`config.mk`:
```
export PLATFORM = sky130hd
export DESIGN_NAME = audio_stream_ctrl
export DESIGN_NICKNAME = d
export VERILOG_FILES = /design/src/rtl/audio_stream_ctrl.sv
export SDC_FILE = /design/constraint.sdc
export NUM_CORES = 1
export LEC_CHECK = 0
export ABC_AREA = 1
export BUFFER_PORTS_ARGS = -buffer_cell sky130_fd_sc_hd__buf_2
export CORE_ASPECT_RATIO = 1.75
export CORE_MARGIN = 4
export CORE_UTILIZATION = 55
export DETAILED_ROUTE_END_ITERATION = 7
export GPL_TIMING_DRIVEN = 0
export PLACE_DENSITY = 0.82
export RECOVER_POWER = 50
export SKIP_CTS_REPAIR_TIMING = 1
export SLEW_MARGIN = 20
export SYNTH_ARGS = -nofsm -noshare
export SYNTH_HDL_FRONTEND = slang
export SYNTH_SLANG_ARGS = --single-unit
export TNS_END_PERCENT = 100
```
`constraint.sdc`:
```
create_clock -name clk -period 2.6 [get_ports clk]
set_input_delay 0.52 -clock clk [delete_from_list [all_inputs] [get_ports clk]]
set_output_delay 0.52 -clock clk [all_outputs]
set_load 0.01 [all_outputs]
```
`src/rtl/audio_stream_ctrl.sv`:
```
`timescale 1ns/1ps
// audio_stream_ctrl
//
// Playback scheduler between the sample FIFO and the sigma-delta DAC.
// A free-running rate divider produces one tick per sample period; while
// playing, each tick pulls one sample from the FIFO and, two cycles later,
// strobes the DAC. Playback only starts (or resumes after an underrun) once
// the FIFO has been refilled to START_LEVEL. Host flow control (rx_ready)
// is driven from the fill level with hysteresis.
//
// Ports:
//   clk            system clock
//   reset          synchronous, active-high reset
//   enable         playback enable (level)
//   rate_sel       0=11025, 1=22050, 2=44100, 3=48000 Hz
//   fifo_fill      current FIFO occupancy
//   fifo_empty     FIFO empty flag
//   fifo_full      FIFO full flag
//   fifo_rd_en     one-cycle FIFO read strobe (cycle after the tick)
//   dac_ce         one-cycle DAC update strobe (cycle after fifo_rd_en)
//   dac_reset      holds the DAC in reset while not playing
//   rx_ready       host flow control (CTS), hysteretic
//   underrun_count saturating count of underruns, cleared only by reset
//   state          0=IDLE, 1=PREFILL, 2=PLAY
module audio_stream_ctrl #(
    parameter int CLK_FREQ    = 12_000_000,
    parameter int FIFO_SIZE   = 16384,
    parameter int FILL_BITS   = $clog2(FIFO_SIZE),
    parameter int START_LEVEL = FIFO_SIZE / 2,
    parameter int LOW_MARK    = FIFO_SIZE / 10,
    parameter int HIGH_MARK   = FIFO_SIZE - 2 * (FIFO_SIZE / 10)
) (
    input  logic                 clk,
    input  logic                 reset,
    input  logic                 enable,
    input  logic [1:0]           rate_sel,
    input  logic [FILL_BITS-1:0] fifo_fill,
    input  logic                 fifo_empty,
    input  logic                 fifo_full,
    output logic                 fifo_rd_en,
    output logic                 dac_ce,
    output logic                 dac_reset,
    output logic                 rx_ready,
    output logic [7:0]           underrun_count,
    output logic [1:0]           state
);

    typedef enum logic [1:0] {
        ST_IDLE    = 2'd0,
        ST_PREFILL = 2'd1,
        ST_PLAY    = 2'd2
    } state_t;

    // Sample rate in Hz for each rate_sel code.
    function automatic int rate_hz(input int idx);
        case (idx)
            0:       return 11025;
            1:       return 22050;
            2:       return 44100;
            default: return 48000;
        endcase
    endfunction

    // ------------------------------------------------------------------
    // Divider reload table: DIV-1 for each rate, DIV = CLK_FREQ / rate.
    // ------------------------------------------------------------------
    logic [10:0] reload_tbl [4];

    generate
        for (genvar gi = 0; gi < 4; gi++) begin : g_reload
            localparam int DIV = CLK_FREQ / rate_hz(gi);
            assign reload_tbl[gi] = 11'(DIV - 1);
        end
    endgenerate

    // ------------------------------------------------------------------
    // Rate divider. Runs in every state. rate_sel is only looked at on a
    // reload, so a change never shortens the period already in progress.
    // ------------------------------------------------------------------
    logic [10:0] div_reg;
    logic        tick;

    assign tick = (div_reg == 11'd0);

    always_ff @(posedge clk) begin
        if (reset) begin
            div_reg <= reload_tbl[rate_sel];
        end else if (tick) begin
            div_reg <= reload_tbl[rate_sel];
        end else begin
            div_reg <= div_reg - 11'd1;
        end
    end

    // ------------------------------------------------------------------
    // Fill-level comparisons, done at 32 bits so the thresholds need no
    // width juggling.
    // ------------------------------------------------------------------
    logic [31:0] fill_ext;
    logic        start_met;
    logic        at_high;
    logic        at_low;

    assign fill_ext  = 32'(fifo_fill);
    assign start_met = (fill_ext >= 32'(START_LEVEL)) || fifo_full;
    assign at_high   = (fill_ext >= 32'(HIGH_MARK)) || fifo_full;
    assign at_low    = (fill_ext <= 32'(LOW_MARK)) && !fifo_full;

    // ------------------------------------------------------------------
    // State and output registers
    // ------------------------------------------------------------------
    state_t      state_reg;
    state_t      state_next;
    logic        rd_en_reg;
    logic        rd_en_next;
    logic        dac_ce_reg;
    logic        dac_ce_next;
    logic        dac_reset_reg;
    logic        dac_reset_next;
    logic        rx_ready_reg;
    logic        rx_ready_next;
    logic [7:0]  count_reg;
    logic [7:0]  count_next;

    always_ff @(posedge clk) begin
        if (reset) begin
            state_reg     <= ST_IDLE;
            rd_en_reg     <= 1'b0;
            dac_ce_reg    <= 1'b0;
            dac_reset_reg <= 1'b1;
            rx_ready_reg  <= 1'b1;
            count_reg     <= 8'd0;
        end else begin
            state_reg     <= state_next;
            rd_en_reg     <= rd_en_next;
            dac_ce_reg    <= dac_ce_next;
            dac_reset_reg <= dac_reset_next;
            rx_ready_reg  <= rx_ready_next;
            count_reg     <= count_next;
        end
    end

    always_comb begin
        state_next    = state_reg;
        rd_en_next    = 1'b0;
        count_next    = count_reg;
        rx_ready_next = rx_ready_reg;

        case (state_reg)
            ST_IDLE: begin
                if (enable) begin
                    state_next = ST_PREFILL;
                end
            end
            ST_PREFILL: begin
                if (start_met) begin
                    state_next = ST_PLAY;
                end
            end
            ST_PLAY: begin
                if (tick) begin
                    if (fifo_empty) begin
                        // Underrun: go back to refilling before playing on.
                        state_next = ST_PREFILL;
                        if (count_reg != 8'hFF) begin
                            count_next = count_reg + 8'd1;
                        end
                    end else begin
                        rd_en_next = 1'b1;
                    end
                end
            end
            default: begin
                state_next = ST_IDLE;
            end
        endcase

        // Disable overrides everything decided above, including a read or
        // an underrun landing in the same cycle.
        if (!enable) begin
            state_next = ST_IDLE;
            rd_en_next = 1'b0;
            count_next = count_reg;
        end

        // The DAC strobe follows the read by one cycle, but only if we are
        // still playing; a sample read just before leaving PLAY is dropped.
        dac_ce_next = rd_en_reg && (state_next == ST_PLAY);

        // Registered from state_next so dac_reset moves with the state.
        dac_reset_next = (state_next != ST_PLAY);

        // Hysteretic flow control: between the marks the last value holds.
        if (at_high) begin
            rx_ready_next = 1'b0;
        end else if (at_low) begin
            rx_ready_next = 1'b1;
        end
    end

    assign fifo_rd_en     = rd_en_reg;
    assign dac_ce         = dac_ce_reg;
    assign dac_reset      = dac_reset_reg;
    assign rx_ready       = rx_ready_reg;
    assign underrun_count = count_reg;
    assign state          = state_reg;

endmodule

```
==> impl_metrics.ini <==
[status]
status = finished, final reports clean

[global_routing]
grt_use_total = 0.182
globalRouteOverflowTotal = 0
grt_pass1_wl_microns = 4750
antenna_found_initial = 0
grt_max_degree = 14
grt_pass1_vias = 1242

[power_and_ir_drop]
sw_frac_of_total = 0.252
power.total_uw = 740
intPower_uw = 553
p_switching_uw = 186
p_leak_nw = 0.771
peakVddDrop_mv = 0.551
power_frac_comb = 0.131
clkPwrFrac = 0.304
seq_power_share = 0.565
power.density_mw_per_mm2 = 447

[routing]
drcViolationCount = 0
drt-total-wl_microns = 2860
drtAntennaViolNets = 0
drt-pass1-iter-count = 4
drt_iter0_drc = 21
dr_total_vias = 1321
drt-wirelength-per-cell_microns = 10.9
viasPerCell = 5.06

[sta]
timing.fmax_mhz = 657
hold_slack_ns = 0.405
hold_viol = 0
fin_crit_sh = 0.585
period_minus_slack_ns = 1.52
rsz0062_at_grt = false
worst_slack_ns = 1.08
maxSlewHeadroom = 0.795
tightest_slew_ns = 0.305
finClkSkew_ns = 0.00308
slew_violations = 0
final-setup-viol-count = 0
setup-tns-final_ns = 0

[cells_and_area]
utilization = 0.664
syn_to_final_growth_pct = 15.6
drive_gt1_frac = 0.149
finalNonFillerCells = 261
seq_area_sq_um = 500
nNetsFinal = 266
insertedDiodeCount = 0
fillers = 246
final_cell_area_sq_mm = 0.00165
largest_register_ffs = 11
multi_input_area_sq_um = 818

[setup_path]
arrival_ns = 1.69
crit_slowest_cell = dfxtp_1
reg2reg_slack_ns = 1.08
crit_chain = inv_1, ha_1, nand4_1, nor2_1, nor2_2, inv_1, nand2_1, o21ai_0, inv_1
worst_path_most_repeated_cell = inv_1
cp_top_family = simple AND/OR/NAND/NOR gates
start_kind = flip-flop
worst-setup-path-type = reg -> reg
worstPathRequired_ns = 2.77
cp_slowest_stage_delay_ns = 0.32
cp_num_buf_inv = 3
endpoint_kind = flip-flop
crit_path_max_fanout = 5

[synth]
synth_ff_type = dfxtp_1
avgSynthCellArea_sq_um = 7.23
ys_warn_count = 0
synth_nets = 228
synth-edff-count = 0
ys_ff_latch = 25
synth_common_cells = nand2_1, dfxtp_1, inv_1
ys_seq_area_frac = 0.350
async_reset_ff_frac = 0
synth_area_sq_mm = 0.00143
netlist_instances = 198
synth_most_common_cell = nand2_1
yosys.area.top_type_share = 0.350
synth.distinct_cells = 24
ys_top_cells_by_area = dfxtp_1, nand2_1, ha_1
synth_top_cell_by_area = dfxtp_1

[placed_design]
placed_cell_area_sq_mm = 0.00163
post-dp-hpwl_microns = 2290
place_inst = 257
io_buffers = 33
gp_congestion = 0.806
dp_slack_ns = 1.05

[cts]
cts_tree = built
cts_buffers = 3
htreeDepth = 1
clock_latency_ns = 0.27
clock_sinks = 25
clkTransAtPathRegs_ns = 0.08
cts-root-buf = clkbuf_8
clockBufferDepth = 2

[hold_path]
hp-class = reg -> reg

[die]
fp.dieW_microns = 46.6
core_area_sq_mm = 0.00249
die_h_microns = 75.5
die-area_sq_mm = 0.00351
pin_count = 35
initial_utilization = 0.574
rows = 24

[job]
drv_cap = 0
==> per-layer routing <==
metal / GRT usage / up-vias / routed length, microns
met2: 0.356 / 23 / 1610
met3: 0.0236 / 5 / 109
met4: 0.0949 / 0 / 68
li1: - / 713 / -
met1: 0.171 / 580 / 1070
met5: 0 / - / 0
==> path summary, 6_finish.rpt <==
check	from	endpoint	cells after the start
max	div_reg[0]$_SDFF_PP1_	div_reg[2]$_DFF_P_	9
min	div_reg[0]$_SDFF_PP1_	div_reg[0]$_SDFF_PP1_	1
max reg2reg	div_reg[0]$_SDFF_PP1_	div_reg[2]$_DFF_P_	9
min reg2reg	div_reg[0]$_SDFF_PP1_	div_reg[0]$_SDFF_PP1_	1
==> final cells by class <==
cell class	instances	share of cell area
inverter	26	0.0590
tap	26	0.0197
buffer	2	0.00756
clock buffer	4	0.0272
timing repair buffer	33	0.0893
sequential	25	0.303
multi-input combinational	145	0.495
==> worst reg2reg max path: cells and delay by family, from the launching register on <==
family | cells | cell delay [ns]
AND/OR/NAND/NOR | 4 | 0.54
flip-flops | 1 | 0.32
buffers and inverters | 3 | 0.28
adder cells (fa/ha/maj) | 1 | 0.20
AO/OA/AOI/OAI | 1 | 0.08
==> placed cells by master, fill, tap and decap left out <==
master and n:
nand3b_1 1, o21ai_1 2, buf_2 20, nor3_1 3, nand2_2 2, nor2_1 17, xor2_1 8, buf_1 1
inv_1 25, xnor2_1 3, nand4_4 1, nor2_2 4, ha_1 9, nand4_1 2, clkbuf_1 14, nor2_4 3
clkinv_1 1, o21ai_0 16, nand3_1 18, and3_1 1, nand2_1 41, a21boi_0 1, nand3_2 1, clkbuf_8 3
a21oi_1 12, buf_4 1, dfxtp_1 25
==> cells by family (layout without fill, tap and decap cells) <==
kind of cell	count (synthesis)	in the layout	share of synthesized area
AND/OR/NAND/NOR	94	94	0.317
AO/OA/AOI/OAI	31	31	0.110
buffers and inverters	28	65	0.0769
flip-flops	25	25	0.350
XOR/XNOR	11	11	0.0673
adder cells (fa/ha/maj)	9	9	0.0787
==> power by group through the flow <==
stage	clock network [mW]	registers, mW	logic [mW]
floorplan	0	0.426	0.0625
global placement	0	0.426	0.0968
detailed placement	0	0.427	0.0982
CTS	0.235	0.418	0.0992
global route	0.250	0.421	0.111
finish	0.225	0.418	0.0970
(Power assumes the default switching activity.)
